--- config.mk ---
export PLATFORM = sky130hd
export DESIGN_NAME = axis_pulse_limiter_flat
export DESIGN_NICKNAME = d
export VERILOG_FILES = /design/src/rtl/axis_pulse_limiter_if.sv /design/src/rtl/axis_pulse_limiter.sv /design/src/flat_wrapper.sv
export SDC_FILE = /design/constraint.sdc
export NUM_CORES = 1
export LEC_CHECK = 0
export ABC_AREA = 1
export BUFFER_PORTS_ARGS = -buffer_cell sky130_fd_sc_hd__buf_2
export CAP_MARGIN = 20
export CORE_MARGIN = 2
export CORE_UTILIZATION = 50
export CTS_BUF_LIST = sky130_fd_sc_hd__clkbuf_8
export DETAILED_ROUTE_END_ITERATION = 16
export GPL_ROUTABILITY_DRIVEN = 0
export PLACE_DENSITY = 0.68
export SYNTH_ARGS = -nofsm -noshare
export SYNTH_HDL_FRONTEND = slang
export SYNTH_SLANG_ARGS = --single-unit
--- constraint.sdc ---
create_clock -name aclk -period 8.82 [get_ports aclk]
set_clock_uncertainty 0.1 [all_clocks]
set_input_delay 0.441 -clock aclk [delete_from_list [all_inputs] [get_ports aclk]]
set_output_delay 0.441 -clock aclk [all_outputs]
set_load 0.01 [all_outputs]
--- src/rtl/axis_pulse_limiter_if.sv ---
// AXI-Stream beat bundle (tdata/tvalid/tlast/tready) shared by the limiter ports and the bench.
// Latency: none, wires only.
// Backpressure: tready flows from the sink back to the source.
interface axis_pulse_limiter_if #(
    parameter int DATA_WIDTH = 16
) ();
    logic [DATA_WIDTH-1:0] tdata;
    logic                  tvalid;
    logic                  tlast;
    logic                  tready;

    modport master (output tdata, output tvalid, output tlast, input tready);
    modport slave  (input tdata, input tvalid, input tlast, output tready);
endinterface

--- src/rtl/axis_pulse_limiter.sv ---
// Gain stage before the DAC: scales samples by a slewed gain, ramps to zero and latches a trip on overload.
// Latency: 2 cycles (multiply stage, round/saturate stage); build option PULSE_LIMITER_TLAST_REARM_EN re-arms on frame boundaries.
// Backpressure: one global enable; s_axis.tready = ~m_axis.tvalid | m_axis.tready, both stages hold when it is low.
module axis_pulse_limiter #(
    parameter int AXIS_TDATA_WIDTH = 16,
    parameter int GAIN_WIDTH       = 16,
    parameter int RAMP_WIDTH       = 16
) (
    input  logic                             aclk,
    input  logic                             areset,
    input  logic [GAIN_WIDTH+RAMP_WIDTH:0]   cfg_data,
    input  logic                             overload,
    output logic [31:0]                      sts_data,
    axis_pulse_limiter_if.slave              s_axis,
    axis_pulse_limiter_if.master             m_axis
);
    localparam int W  = AXIS_TDATA_WIDTH;
    localparam int G  = GAIN_WIDTH;
    localparam int R  = RAMP_WIDTH;
    localparam int PW = W + G + 1;
    localparam int CW = ((G > R) ? G : R) + 1;

    // Rounding constant: half an output LSB after the shift by G-1.
    localparam logic signed [PW-1:0] RND     = {{(PW-G+1){1'b0}}, 1'b1, {(G-2){1'b0}}};
    localparam logic [W-1:0]         OUT_MAX = {1'b0, {(W-1){1'b1}}};
    localparam logic [W-1:0]         OUT_MIN = {1'b1, {(W-1){1'b0}}};
    localparam logic signed [PW-1:0] SAT_HI  = $signed({{(PW-W){1'b0}}, OUT_MAX});
    localparam logic signed [PW-1:0] SAT_LO  = $signed({{(PW-W){1'b1}}, OUT_MIN});

    typedef enum logic [1:0] {
        ST_RUN     = 2'd0,
        ST_DOWN    = 2'd1,
        ST_TRIPPED = 2'd2,
        ST_UP      = 2'd3
    } state_t;

    logic [G-1:0] gain_cfg;
    logic [R-1:0] ramp_step;
    logic         trip_clear;

    assign gain_cfg   = cfg_data[G-1:0];
    assign ramp_step  = cfg_data[G+R-1:G];
    assign trip_clear = cfg_data[G+R];

    state_t       state;
    logic [G-1:0] cur_gain;
    logic [7:0]   trip_cnt;
    logic         clear_q;
`ifdef PULSE_LIMITER_TLAST_REARM_EN
    logic         rearm_pending;
`endif

    logic         en;
    logic         accept;
    logic         clear_edge;
    logic [G-1:0] target;
    logic [G-1:0] next_gain;

    logic                 s1_vld;
    logic                 s1_last;
    logic signed [PW-1:0] s1_prod;
    logic signed [PW-1:0] prod_c;
    logic signed [PW-1:0] rnd_sum;
    logic signed [PW-1:0] shifted;
    logic [W-1:0]         sat_c;

    logic         out_vld;
    logic         out_last;
    logic [W-1:0] out_dat;

    assign en         = ~out_vld | m_axis.tready;
    assign accept     = s_axis.tvalid & en;
    assign clear_edge = trip_clear & ~clear_q;

    assign s_axis.tready = en;
    assign m_axis.tvalid = out_vld;
    assign m_axis.tdata  = out_dat;
    assign m_axis.tlast  = out_last;

    // Ramping down while tripping; otherwise follow the programmed gain.
    assign target = ((state == ST_RUN) || (state == ST_UP)) ? gain_cfg : '0;

    assign sts_data = {state, 6'b0, trip_cnt, 16'(cur_gain)};

    // Next gain one step toward target, landing exactly on it; step 0 jumps straight there.
    always_comb begin
        logic [CW-1:0] gain_x;
        logic [CW-1:0] tgt_x;
        logic [CW-1:0] step_x;
        gain_x    = CW'(cur_gain);
        tgt_x     = CW'(target);
        step_x    = CW'(ramp_step);
        next_gain = cur_gain;
        if (gain_x < tgt_x) begin
            if ((step_x == '0) || ((tgt_x - gain_x) <= step_x)) next_gain = target;
            else                                                 next_gain = G'(gain_x + step_x);
        end else if (gain_x > tgt_x) begin
            if ((step_x == '0) || ((gain_x - tgt_x) <= step_x)) next_gain = target;
            else                                                 next_gain = G'(gain_x - step_x);
        end
    end

    // Multiply with the gain as it stands in the acceptance cycle, then round half up and clamp.
    always_comb begin
        prod_c  = PW'($signed(s_axis.tdata)) * PW'($signed({1'b0, cur_gain}));
        rnd_sum = s1_prod + RND;
        shifted = rnd_sum >>> (G - 1);
        if (shifted > SAT_HI)      sat_c = OUT_MAX;
        else if (shifted < SAT_LO) sat_c = OUT_MIN;
        else                       sat_c = shifted[W-1:0];
    end

    // Two-stage datapath advancing on the global enable; reset flushes beats in flight.
    always_ff @(posedge aclk) begin
        if (areset) begin
            s1_vld   <= 1'b0;
            s1_last  <= 1'b0;
            s1_prod  <= '0;
            out_vld  <= 1'b0;
            out_last <= 1'b0;
            out_dat  <= '0;
        end else if (en) begin
            s1_vld   <= s_axis.tvalid;
            s1_last  <= s_axis.tlast;
            s1_prod  <= prod_c;
            out_vld  <= s1_vld;
            out_last <= s1_last;
            out_dat  <= sat_c;
        end
    end

    // Trip FSM, gain slew (only on accepted beats) and trip counter.
    always_ff @(posedge aclk) begin
        if (areset) begin
            state    <= ST_UP;
            cur_gain <= '0;
            trip_cnt <= '0;
            clear_q  <= 1'b0;
`ifdef PULSE_LIMITER_TLAST_REARM_EN
            rearm_pending <= 1'b0;
`endif
        end else begin
            clear_q <= trip_clear;
            if (accept) cur_gain <= next_gain;
            case (state)
                ST_UP: begin
                    if (overload) begin
                        state    <= ST_DOWN;
                        trip_cnt <= (trip_cnt == 8'hFF) ? trip_cnt : trip_cnt + 8'd1;
                    end else if (cur_gain == target) begin
                        state <= ST_RUN;
                    end
                end
                ST_RUN: begin
                    if (overload) begin
                        state    <= ST_DOWN;
                        trip_cnt <= (trip_cnt == 8'hFF) ? trip_cnt : trip_cnt + 8'd1;
                    end
                end
                ST_DOWN: begin
                    if (cur_gain == '0) state <= ST_TRIPPED;
                end
                ST_TRIPPED: begin
`ifdef PULSE_LIMITER_TLAST_REARM_EN
                    // Overload cancels a pending re-arm; otherwise wait for the end of a frame.
                    if (overload) begin
                        rearm_pending <= 1'b0;
                    end else if (rearm_pending && accept && s_axis.tlast) begin
                        rearm_pending <= 1'b0;
                        state         <= ST_UP;
                    end else if (clear_edge) begin
                        rearm_pending <= 1'b1;
                    end
`else
                    if (clear_edge && !overload) state <= ST_UP;
`endif
                end
                default: state <= ST_UP;
            endcase
        end
    end
endmodule

--- src/flat_wrapper.sv ---
// flat-port wrapper written by rule: the top's interface ports become plain ports
module axis_pulse_limiter_flat 
#(
    parameter int AXIS_TDATA_WIDTH = 16,
    parameter int GAIN_WIDTH       = 16,
    parameter int RAMP_WIDTH       = 16
)
  (aclk, areset, cfg_data, overload, sts_data, s_axis_tdata, s_axis_tvalid, s_axis_tlast, s_axis_tready, m_axis_tdata, m_axis_tvalid, m_axis_tlast, m_axis_tready);
  axis_pulse_limiter_if #(.DATA_WIDTH(16)) s_axis_i ();
  axis_pulse_limiter_if #(.DATA_WIDTH(16)) m_axis_i ();
  input  logic aclk;
  input  logic areset;
  input  logic [GAIN_WIDTH+RAMP_WIDTH:0] cfg_data;
  input  logic overload;
  output logic [31:0] sts_data;
  input wire logic [$bits(s_axis_i.tdata)-1:0] s_axis_tdata;
  input wire logic [$bits(s_axis_i.tvalid)-1:0] s_axis_tvalid;
  input wire logic [$bits(s_axis_i.tlast)-1:0] s_axis_tlast;
  output wire logic [$bits(s_axis_i.tready)-1:0] s_axis_tready;
  output wire logic [$bits(m_axis_i.tdata)-1:0] m_axis_tdata;
  output wire logic [$bits(m_axis_i.tvalid)-1:0] m_axis_tvalid;
  output wire logic [$bits(m_axis_i.tlast)-1:0] m_axis_tlast;
  input wire logic [$bits(m_axis_i.tready)-1:0] m_axis_tready;
  assign s_axis_i.tdata = s_axis_tdata;
  assign s_axis_i.tvalid = s_axis_tvalid;
  assign s_axis_i.tlast = s_axis_tlast;
  assign s_axis_tready = s_axis_i.tready;
  assign m_axis_tdata = m_axis_i.tdata;
  assign m_axis_tvalid = m_axis_i.tvalid;
  assign m_axis_tlast = m_axis_i.tlast;
  assign m_axis_i.tready = m_axis_tready;
  axis_pulse_limiter #(.AXIS_TDATA_WIDTH(AXIS_TDATA_WIDTH), .GAIN_WIDTH(GAIN_WIDTH), .RAMP_WIDTH(RAMP_WIDTH)) u_core (.aclk(aclk), .areset(areset), .cfg_data(cfg_data), .overload(overload), .sts_data(sts_data), .s_axis(s_axis_i), .m_axis(m_axis_i));
endmodule
==> impl_metrics.yaml <==
outcome:
  status: "complete, no violations"
placed_design:
  portBuffers: 99
  place_inst: 2841
  dp_hpwl_um: 39800
  place_area_sq_um: 17400
clock_network:
  clkLatencyLatePin_ps: 370
  post-cts-setup-buffers: 0
  clock-root-buffer: "clkbuf_8"
  clk_pin_slew_worst_paths_ps: 80
  cts_hold_buf: 0
  h-tree-depth: 3
  cts_tree: "done"
  cts_made_buffers: 9
  clk_path_buf_depth: 2
  cts.sinks: 66
  cts-resized-gates: 0
yosys:
  ys_seq_elements: 66
  synthCells: 2398
  netlist_area_sq_um: 16700
  synth_seq_area_share: 0.0791
  syn_area_per_cell_sq_um: 6.97
  yosysWarnings: 0
  synth_cell_types: 56
timing:
  tns_ps: 0
  hold_viol_final: 0
  slew_headroom: 0.271
  grt_setup_unrepaired: "false"
  slew_violations: 0
  setup_violations: 0
  tightest_slew_ps: 1090
  fin_crit_ps: 6720
  finalCritPeriodShare: 0.761
  timing.fmax_mhz: 149
global_route:
  grt_pass1_vias: 15412
  grt_pass1_wl_um: 79000
  track_usage: 0.280
  gr-total-overflow: 0
  antenna_found_initial: 1
  grt_max_degree: 50
layout:
  nets: 2880
  area_growth_pct: 5.38
  fin_cells: 2857
  layout-drive-gt1-share: 0.0683
  design_area_sq_um: 17600
  diodes: 0
die:
  fp.dieW_um: 187
  die_y_um: 187
  start_util: 0.511
  die_area_sq_um: 34900
  std_cell_rows: 66
  coreArea_sq_um: 32700
  ios: 106
routing:
  viasPerCell: 5.40
  avgRoutedWirePerCell_um: 16.8
  dr_wl_met3_um: 4280
  highest_layer: "met5"
  ant_nets: 0
  drtIter0Drc: 1310
  met1_length_um: 20500
  wl_met2_um: 22100
  vias: 15434
  drc: 0
  wl_um: 48100
  first_pass_iters: 6
critical_path:
  cp_data_arrival_time_ps: 6890
  cp.required_ps: 8990
  critPathKind: "reg2reg"
  cp_cell_sequence: "inv_1 > nand2_1 > fa_1 > fa_1 > inv_1 > fa_1 > fa_1 > fa_1 > inv_1 > fa_1 > inv_1 > ha_1 > a21o_1 > a21oi_1 > o21ai_0 > a221oi_1 > a21o_1 > nand3_1 > o211ai_1 > inv_1"
  critPathMaxFanout: 18
  crit_buf_inv: 5
  cp_slowest_stage_delay_ps: 940
  critPathTopFamily: "adder cells"
  endpoint_kind: "flip-flop"
  crit_top_cell: "fa_1"
  cp-start-kind: "flip-flop"
  cpMaxStageDelayCell: "dfxtp_1"
min_path:
  hold_path_class: "in2reg"
flow_run:
  max_cap_viol_count: 0
==> cell families after synthesis <==
| logic type | after synthesis | synth area share |
|---|---|---|
| other cells | 1 | 0.000224 |
| flops | 66 | 0.0791 |
| simple gates | 840 | 0.215 |
| fa+ha+maj | 415 | 0.399 |
| compound gates | 316 | 0.108 |
| xor+xnor | 75 | 0.0404 |
| buf+inv | 685 | 0.159 |
==> worst min-delay path: stages <==
cell	delay (ps)
buf_2	70
inv_1	40
nor2_1	70
==> worst paths after layout <==
kind                 startpoint                  to  slack [ps]  depth (start not counted)
max          u_core.cur_gain[0]  u_core.s1_prod[26]        2100                         20
min                cfg_data[32]      u_core.clear_q         180                          3
max reg2reg  u_core.cur_gain[0]  u_core.s1_prod[26]        2100                         20
min reg2reg      u_core.s1_last      u_core.s1_last         390                          2
==> per-layer routing <==
| layer | global-route usage | vias up |
|---|---|---|
| met1 | 0.385 | 7330 |
| met3 | 0.0451 | 89 |
| met5 | 0 | - |
| met4 | 0.0797 | 2 |
| li1 | - | 7376 |
| met2 | 0.455 | 637 |
==> cells in the final DEF (no fill, tap or decap), types with 5 or more instances in the layout <==
cell type  netlist  layout
nor3_1          17      17
xnor2_1         14      14
o21ai_1          6       6
ha_1           218     218
o21ai_0         88      88
o21bai_1        10      10
nand2_1        501     501
inv_1          562     562
clkbuf_8         0       9
a21oi_1        147     147
a21o_1          12      12
inv_2            5       5
buf_2           11      99
nand2_2          8       8
dfxtp_1         66      66
fa_1           197     197
buf_4           10      13
nor2_1         128     128
nand3b_1         6       6
nand3_1        113     113
nand4_1         42      42
xor2_1          60      60
a221oi_1         5       5
nor4_1           6       6
o211ai_1        18      18
conb_1           1       6
==> stage by stage <==
stage                     hold WS (ps)  worst slack [ps]  utilization
after floorplan                    341              2890            -
after global placement             357              2260        0.531
after global routing               186              1860        0.538
final                              184              2100        0.538
after CTS                          174              2220        0.538
after detailed placement           374              2230        0.531
==> area by class of cell <==
| type | count | area (sq um) |
|---|---|---|
| Timing Repair Buffer | 112 | 593 |
| Sequential cell | 66 | 1320 |
| Fill cell | 3264 | 15100 |
| Clock inverter | 7 | 125 |
| Multi-Input combinational cell | 1652 | 12800 |
| Tap cell | 442 | 553 |
| Clock buffer | 9 | 124 |
| Inverter | 569 | 2140 |
==> synthesized netlist by cell type, drive strengths merged <==
| cell type | instances | area (sq um) |
|---|---|---|
| inv | 567 | 2130 |
| nand2 | 509 | 1930 |
| ha | 218 | 2730 |
| fa | 197 | 3940 |
| a21oi | 149 | 753 |
| nor2 | 133 | 517 |
| nand3 | 117 | 613 |
| o21ai | 95 | 487 |
| clkbuf | 90 | 343 |
| dfxtp | 66 | 1320 |
| xor2 | 60 | 526 |
| nand4 | 43 | 275 |
| buf | 26 | 171 |
| nor3 | 22 | 141 |
| o211ai | 18 | 135 |
| xnor2 | 15 | 150 |
| a21o | 12 | 90.1 |
| o21bai | 11 | 86.3 |
| nand3b | 6 | 45.0 |
| nor4 | 6 | 37.5 |
| a221oi | 5 | 43.8 |
| a211oi | 4 | 30.0 |
| a21boi | 4 | 30.0 |
| a31oi | 4 | 25.0 |
| o21a | 4 | 30.0 |
| clkinv | 2 | 7.51 |
| o221ai | 2 | 17.5 |
| o31ai | 2 | 15.0 |
| or2 | 2 | 12.5 |
| a2111oi | 1 | 8.76 |
| a21bo | 1 | 10.0 |
| a31o | 1 | 8.76 |
| and3 | 1 | 6.26 |
| conb | 1 | 3.75 |
| nor3b | 1 | 7.51 |
| o2111a | 1 | 11.3 |
| o311ai | 1 | 8.76 |
| o41ai | 1 | 8.76 |
==> state kept, by name, indices dropped and copies added (netlist names) <==
register / cells
u_core.clear_q: 1
u_core.trip_cnt: 8
u_core.cur_gain: 16
u_core.s1_prod: 19
u_core.m_axis.tvalid: 1
u_core.s1_last: 1
u_core.state: 2
u_core.m_axis.tdata: 16
u_core.m_axis.tlast: 1
u_core.s1_vld: 1
Power is not shown: default switching activity piles up to over one toggle a cycle in this logic, so the estimate is an artifact.
